--- src/rtl/vga_timing_pkg.sv ---
// Shared 640x480@60 VGA timing constants, timing record and sync-decoder state encoding.
// Used by both the VGA generator and the sync decoder.
package vga_timing_pkg;

    localparam int H_VISIBLE = 640;
    localparam int H_FRONT   = 16;
    localparam int H_SYNC    = 96;
    localparam int H_BACK    = 48;
    localparam int V_VISIBLE = 480;
    localparam int V_FRONT   = 10;
    localparam int V_SYNC    = 2;
    localparam int V_BACK    = 33;

    localparam logic SYNC_ACTIVE = 1'b0;
    localparam int   LOCK_FRAMES = 2;

    localparam int H_TOTAL = H_VISIBLE + H_FRONT + H_SYNC + H_BACK;
    localparam int V_TOTAL = V_VISIBLE + V_FRONT + V_SYNC + V_BACK;

    localparam int               CNT_W   = 11;
    localparam logic [CNT_W-1:0] CNT_MAX = 11'd2047;

    typedef struct packed {
        logic [CNT_W-1:0] h_visible;
        logic [CNT_W-1:0] h_front;
        logic [CNT_W-1:0] h_sync;
        logic [CNT_W-1:0] h_back;
        logic [CNT_W-1:0] v_visible;
        logic [CNT_W-1:0] v_front;
        logic [CNT_W-1:0] v_sync;
        logic [CNT_W-1:0] v_back;
    } vga_timing_t;

    localparam vga_timing_t VGA_640X480 = '{
        h_visible: CNT_W'(H_VISIBLE),
        h_front:   CNT_W'(H_FRONT),
        h_sync:    CNT_W'(H_SYNC),
        h_back:    CNT_W'(H_BACK),
        v_visible: CNT_W'(V_VISIBLE),
        v_front:   CNT_W'(V_FRONT),
        v_sync:    CNT_W'(V_SYNC),
        v_back:    CNT_W'(V_BACK)
    };

    typedef enum logic [1:0] {
        ST_SEARCH = 2'd0,
        ST_TRACK  = 2'd1,
        ST_LOCKED = 2'd2
    } sync_state_e;

    function automatic logic [CNT_W-1:0] sat_inc(input logic [CNT_W-1:0] cnt);
        return (cnt == CNT_MAX) ? cnt : cnt + 11'd1;
    endfunction

    function automatic logic [CNT_W-1:0] h_total(input vga_timing_t t);
        return t.h_visible + t.h_front + t.h_sync + t.h_back;
    endfunction

    function automatic logic [CNT_W-1:0] v_total(input vga_timing_t t);
        return t.v_visible + t.v_front + t.v_sync + t.v_back;
    endfunction

endpackage

--- src/rtl/sync_edge_detect.sv ---
// Registers one sync input, normalises it to active-high and flags its leading edge.
// History resets to deasserted so a sync already asserted out of reset counts as an edge.
module sync_edge_detect #(
    parameter logic ACTIVE_LEVEL = 1'b0
) (
    input  logic clk_i,
    input  logic reset_i,
    input  logic sync_i,
    output logic edge_o
);

    logic sync_r;
    logic prev_r;

    // Input register plus one cycle of history on the normalised level
    always_ff @(posedge clk_i or posedge reset_i) begin
        if (reset_i) begin
            sync_r <= 1'b0;
            prev_r <= 1'b0;
        end else begin
            sync_r <= (sync_i == ACTIVE_LEVEL);
            prev_r <= sync_r;
        end
    end

    assign edge_o = sync_r & ~prev_r;

endmodule

--- src/rtl/vga_sync_decoder.sv ---
// VGA receive-side decoder: recovers x/y/de from hsync/vsync, validates line and
// frame periods, and reports lock, frame start and period errors.
module vga_sync_decoder
    import vga_timing_pkg::*;
#(
    parameter vga_timing_t TIMING     = VGA_640X480,
    parameter logic        SYNC_LEVEL = SYNC_ACTIVE,
    parameter int          LOCK_COUNT = LOCK_FRAMES
) (
    input  logic       clk_i,
    input  logic       reset_i,
    input  logic       hsync_i,
    input  logic       vsync_i,
    input  logic [3:0] red_i,
    input  logic [3:0] green_i,
    input  logic [3:0] blue_i,
    output logic [9:0] x_o,
    output logic [9:0] y_o,
    output logic       de_o,
    output logic [3:0] red_o,
    output logic [3:0] green_o,
    output logic [3:0] blue_o,
    output logic       frame_o,
    output logic       locked_o,
    output logic       err_o,
    output logic [7:0] err_count_o
);

    localparam logic [CNT_W-1:0] H_LAST      = h_total(TIMING) - 11'd1;
    localparam logic [CNT_W-1:0] V_LAST      = v_total(TIMING) - 11'd1;
    localparam logic [CNT_W-1:0] H_ACT_START = TIMING.h_sync + TIMING.h_back;
    localparam logic [CNT_W-1:0] H_ACT_END   = H_ACT_START + TIMING.h_visible;
    localparam logic [CNT_W-1:0] V_ACT_START = TIMING.v_sync + TIMING.v_back;
    localparam logic [CNT_W-1:0] V_ACT_END   = V_ACT_START + TIMING.v_visible;
    localparam int               GOOD_W      = $clog2(LOCK_COUNT + 1);
    localparam logic [GOOD_W-1:0] GOOD_LAST  = GOOD_W'(LOCK_COUNT - 1);

    logic             h_edge_s;
    logic             v_edge_s;
    logic [11:0]      rgb_r;
    logic [CNT_W-1:0] h_cnt_r;
    logic [CNT_W-1:0] v_cnt_r;
    logic [CNT_W-1:0] h_next_s;
    logic [CNT_W-1:0] v_next_s;
    logic             line_bad_s;
    logic             frame_bad_s;
    logic             check_fail_s;
    logic             lock_next_s;
    logic             de_next_s;
    sync_state_e      state_r;
    logic [GOOD_W-1:0] good_r;

    sync_edge_detect #(.ACTIVE_LEVEL(SYNC_LEVEL)) u_hsync_edge (
        .clk_i   (clk_i),
        .reset_i (reset_i),
        .sync_i  (hsync_i),
        .edge_o  (h_edge_s)
    );

    sync_edge_detect #(.ACTIVE_LEVEL(SYNC_LEVEL)) u_vsync_edge (
        .clk_i   (clk_i),
        .reset_i (reset_i),
        .sync_i  (vsync_i),
        .edge_o  (v_edge_s)
    );

    // Colour register, kept in step with the sync input registers
    always_ff @(posedge clk_i or posedge reset_i) begin
        if (reset_i) begin
            rgb_r <= 12'd0;
        end else begin
            rgb_r <= {red_i, green_i, blue_i};
        end
    end

    // Next counter values; a vsync edge restarts the frame even when hsync fires too
    always_comb begin
        if (h_edge_s) begin
            h_next_s = {CNT_W{1'b0}};
        end else begin
            h_next_s = sat_inc(h_cnt_r);
        end
        if (v_edge_s) begin
            v_next_s = {CNT_W{1'b0}};
        end else if (h_edge_s) begin
            v_next_s = sat_inc(v_cnt_r);
        end else begin
            v_next_s = v_cnt_r;
        end
    end

    // Period checks use the pre-edge counts; lock_next_s is the lock status after this cycle
    always_comb begin
        line_bad_s   = h_edge_s && (h_cnt_r != H_LAST);
        frame_bad_s  = v_edge_s && (v_cnt_r != V_LAST);
        check_fail_s = (state_r != ST_SEARCH) && (line_bad_s || frame_bad_s);
        case (state_r)
            ST_LOCKED: lock_next_s = !check_fail_s;
            ST_TRACK:  lock_next_s = !check_fail_s && v_edge_s && (good_r == GOOD_LAST);
            default:   lock_next_s = 1'b0;
        endcase
        de_next_s = lock_next_s
                 && (h_next_s >= H_ACT_START) && (h_next_s < H_ACT_END)
                 && (v_next_s >= V_ACT_START) && (v_next_s < V_ACT_END);
    end

    // Line and frame position counters
    always_ff @(posedge clk_i or posedge reset_i) begin
        if (reset_i) begin
            h_cnt_r <= {CNT_W{1'b0}};
            v_cnt_r <= {CNT_W{1'b0}};
        end else begin
            h_cnt_r <= h_next_s;
            v_cnt_r <= v_next_s;
        end
    end

    // Lock FSM with its status outputs
    always_ff @(posedge clk_i or posedge reset_i) begin
        if (reset_i) begin
            state_r     <= ST_SEARCH;
            good_r      <= {GOOD_W{1'b0}};
            locked_o    <= 1'b0;
            frame_o     <= 1'b0;
            err_o       <= 1'b0;
            err_count_o <= 8'd0;
        end else begin
            locked_o <= lock_next_s;
            err_o    <= check_fail_s;
            frame_o  <= (state_r == ST_LOCKED) && v_edge_s && lock_next_s;
            if (check_fail_s && (err_count_o != 8'hFF)) begin
                err_count_o <= err_count_o + 8'd1;
            end
            case (state_r)
                ST_SEARCH: begin
                    if (v_edge_s) begin
                        state_r <= ST_TRACK;
                        good_r  <= {GOOD_W{1'b0}};
                    end
                end
                ST_TRACK: begin
                    if (check_fail_s) begin
                        state_r <= ST_SEARCH;
                    end else if (v_edge_s) begin
                        good_r <= good_r + GOOD_W'(1);
                        if (lock_next_s) begin
                            state_r <= ST_LOCKED;
                        end
                    end
                end
                ST_LOCKED: begin
                    if (check_fail_s) begin
                        state_r <= ST_SEARCH;
                    end
                end
                default: state_r <= ST_SEARCH;
            endcase
        end
    end

    // Video outputs; everything but de is forced to zero outside active video
    always_ff @(posedge clk_i or posedge reset_i) begin
        if (reset_i) begin
            de_o    <= 1'b0;
            x_o     <= 10'd0;
            y_o     <= 10'd0;
            red_o   <= 4'd0;
            green_o <= 4'd0;
            blue_o  <= 4'd0;
        end else begin
            de_o    <= de_next_s;
            x_o     <= de_next_s ? 10'(h_next_s - H_ACT_START) : 10'd0;
            y_o     <= de_next_s ? 10'(v_next_s - V_ACT_START) : 10'd0;
            red_o   <= de_next_s ? rgb_r[11:8] : 4'd0;
            green_o <= de_next_s ? rgb_r[7:4]  : 4'd0;
            blue_o  <= de_next_s ? rgb_r[3:0]  : 4'd0;
        end
    end

endmodule
--- config.mk ---
export PLATFORM = sky130hd
export DESIGN_NAME = vga_sync_decoder
export DESIGN_NICKNAME = d
export VERILOG_FILES = /design/src/rtl/vga_timing_pkg.sv /design/src/rtl/sync_edge_detect.sv /design/src/rtl/vga_sync_decoder.sv
export SDC_FILE = /design/constraint.sdc
export NUM_CORES = 1
export LEC_CHECK = 0
export BUFFER_PORTS_ARGS = -buffer_cell sky130_fd_sc_hd__buf_2
export CAP_MARGIN = 20
export CORE_MARGIN = 4
export CORE_UTILIZATION = 55
export DETAILED_ROUTE_END_ITERATION = 16
export PLACE_DENSITY = 0.82
export SYNTH_ARGS = -nofsm -noshare
export SYNTH_HDL_FRONTEND = slang
export SYNTH_HIERARCHICAL = 1
export SYNTH_SLANG_ARGS = --single-unit
--- constraint.sdc ---
create_clock -name clk_i -period 7 [get_ports clk_i]
set_input_delay 0 -clock clk_i [delete_from_list [all_inputs] [get_ports clk_i]]
set_output_delay 0 -clock clk_i [all_outputs]
set_load 0.005 [all_outputs]
==> flow_summary_export.csv <==
group,metric,value,unit
run_status,status,"completed",
global_routing,use_met2,30.4,%
timing,setup_viol,0,
clocking,htreeDepth,3,
timing,clock_skew,0.0121,ns
setup_path,rr_endpoint,"y_o[5]",
synth,async_flop_share,100,%
synth,synth_top_area_share,52.1,%
finish,final_common_cell,"dfrtp_1",
global_routing,grt_pass1_wl,14000,um
finish,layout_common_cells,"86 x dfrtp_1, 59 x buf_2, 28 x inv_1",
detailed_routing,wl,8290,um
synth,synthFlopType,"dfrtp_1",
timing,max_freq,0.270,GHz
finish,num_antenna_cells,0,
synth,synth.area.top_cells,"dfrtp_1 52%, nor3b_2 4.2%, nor3_2 3.6%",
finish,multi_input_area,1760,sq um
finish,seq_area,2150,sq um
clocking,cts-root-buf,"clkbuf_8",
detailed_routing,postRouteAntennaNets,0,
synth,ys_ff_latch,86,
floorplanning,chipWidth,94.7,um
detailed_routing,drc,0,
global_routing,grt_overflow,0,
clocking,tritoncts,"done",
global_routing,grt-busiest-layer,"met2",
hold_path,hold_class,"input pin to asynchronous set/reset pin",
detailed_routing,vias,3006,
clocking,cts_max_path_buffers,2,
synth,syn_inst,363,
global_routing,grt_use_met3,5.10,%
timing,holdWs,0.0470,ns
power,finalPower,1.15,mW
setup_path,crit_arrival,3.91,ns
place,place_congestion,0.909,
global_routing,grt_util_met1,27.2,%
place,hpwl,5670,um
run,cap_viol_max_count,0,
global_routing,antenna_found_initial,0,
floorplanning,core,7290,sq um
power,power_density,238,nW/um^2
timing,grt_setup_unrepaired,"false",
global_routing,track_usage,20.1,%
setup_path,cp-start-kind,"flop",
timing,tightestPinTransition,1.07,ns
synth,netlist_area,4130,sq um
timing,fin_crit_sh,52.9,%
timing,fin_crit,3.70,ns
clocking,cts_buffers,9,
finish,nFillCells,568,
finish,post-route-util,66.2,%
power,ir_drop,195,uV
clocking,clk_latency,0.36,ns
detailed_routing,first_iter_violations,235,
clocking,clock-sinks,86,
global_routing,grt_pass1_vias,2979,
floorplanning,num_rows,31,
setup_path,reg2reg_slack,3.30,ns
timing,slew_violations,0,
detailed_routing,wl_per_cell,15.4,um
detailed_routing,routed_via_density,5.60,
place,portBuffers,59,
global_routing,grt_max_degree,83,
timing,slew_headroom,28.5,%
timing,fin_setup_tns,0,ns
clocking,clkTransAtPathRegs,0.10,ns
synth,ys_types,56,
setup_path,reg2reg_depth,10,
detailed_routing,first_pass_iters,4,
floorplanning,start_util,56.7,%
synth,ys_warn_count,6,
finish,layout-drive-gt1-share,28.1,%
synth,synth_fp_nets,390,
floorplanning,dieArea,8970,sq um
setup_path,required,7.21,ns
power,leakagePower,2.35,nW
synth,avgSynthCellArea,11.4,sq um
synth,synth_top_cell_by_area,"dfrtp_1",
setup_path,r2r_start,"v_cnt_r[1]",
finish,area_growth,16.9,%
synth,seq_area_frac_synth,52.1,%
synth,synth_edf_count,0,
setup_path,cp_max_fo,33,
timing,finalHoldViolations,0,
setup_path,end_kind,"flop",
floorplanning,die_h,94.7,um
finish,final_nets,460,
setup_path,criticalPathCategory,"flop to flop",
floorplanning,boundaryPins,60,
clocking,ctsResizeCount,0,
==> registers in the layout, summed over array words and instances (netlist names), 2 cells and up <==
register / flops
x_o: 10
err_count_o: 8
good_r: 2
v_cnt_r: 11
h_cnt_r: 11
state_r: 2
y_o: 10
green_o: 4
red_o: 4
rgb_r: 12
blue_o: 4
==> cell type report <==
class,instances,share of cell area (%)
sequential,86,44.6
tap,99,2.56
clock inverter,7,1.55
clock buffer,9,2.56
timing repair buffer,77,10.1
inverter,29,2.28
multi-input combinational,230,36.4
==> through the flow <==
step | cell area (sq um) | std cells | worst slack (ns)
global placement | 4450 | 505 | 3.56
finish | 4830 | 537 | 3.30
CTS | 4800 | 536 | 3.34
floorplan | 4130 | 363 | 4.18
detailed placement | 4450 | 505 | 3.36
global route | 4830 | 537 | 2.98
==> repair_timing <==
item	CTS	global route
hold buffers	15	0
hold endpoints to repair	74	0
setup buffers	0	0
==> cells by family after synthesis <==
family	synth area share, %
AND/OR/NAND/NOR	21.8
flip-flops	52.1
AO/OA/AOI/OAI	11.1
buffers and inverters	5.42
XOR/XNOR	4.03
adder cells (fa/ha/maj)	3.33
multiplexers	2.21
==> critical path, cell delays in order, from the launching register on <==
cell	delay, ns
dfrtp_1	0.43
ha_1	0.23
nand4_1	0.20
o31ai_2	0.42
mux2i_1	0.24
nor2_1	0.08
ha_1	0.23
a221oi_1	0.45
a311o_1	0.25
o211a_2	0.88
nor4_2	0.13
==> routing by layer <==
| layer | routed length [um] | vias to the layer above | part of all wire [%] |
|---|---|---|---|
| met3 | 520 | 18 | 6.3 |
| met5 | 0 | - | 0 |
| met2 | 3880 | 92 | 47 |
| met1 | 3680 | 1464 | 44 |
| li1 | - | 1432 | - |
| met4 | 215 | 0 | 2.6 |
==> power breakdown <==
part | leakage (nW) | internal (mW) | switching, mW
clock network | 0.0985 | 0.141 | 0.205
registers | 1.14 | 0.539 | 0.0430
logic | 1.11 | 0.0993 | 0.123
==> cells in the mapped netlist, drive strengths merged (4+ instances only) <==
| cell | n |
|---|---|
| or3 | 4 |
| nor2 | 24 |
| mux2i | 8 |
| a211oi | 4 |
| dfrtp | 86 |
| nor4 | 5 |
| clkbuf | 5 |
| buf | 13 |
| xor2 | 4 |
| nor3 | 19 |
| a21oi | 12 |
| nand4 | 12 |
| xnor2 | 15 |
| nand3 | 13 |
| nor3b | 14 |
| ha | 11 |
| and4 | 5 |
| nand2 | 17 |
| inv | 29 |
| a31oi | 7 |
| o21ai | 5 |
| and3 | 10 |
==> how the worst max path moves through the flow <==
stage,start,end,slack (ns),cells after the start
after detailed placement,v_cnt_r[1],y_o[5],3.36,10
after global placement,v_cnt_r[1],y_o[5],3.56,10
after floorplan,v_cnt_r[1],blue_o[3],4.18,11
after CTS,v_cnt_r[1],y_o[5],3.34,10
after global routing,v_cnt_r[1],x_o[1],2.98,10
final,v_cnt_r[1],y_o[5],3.30,10
Note: power is estimated with default switching activity, not from simulation.
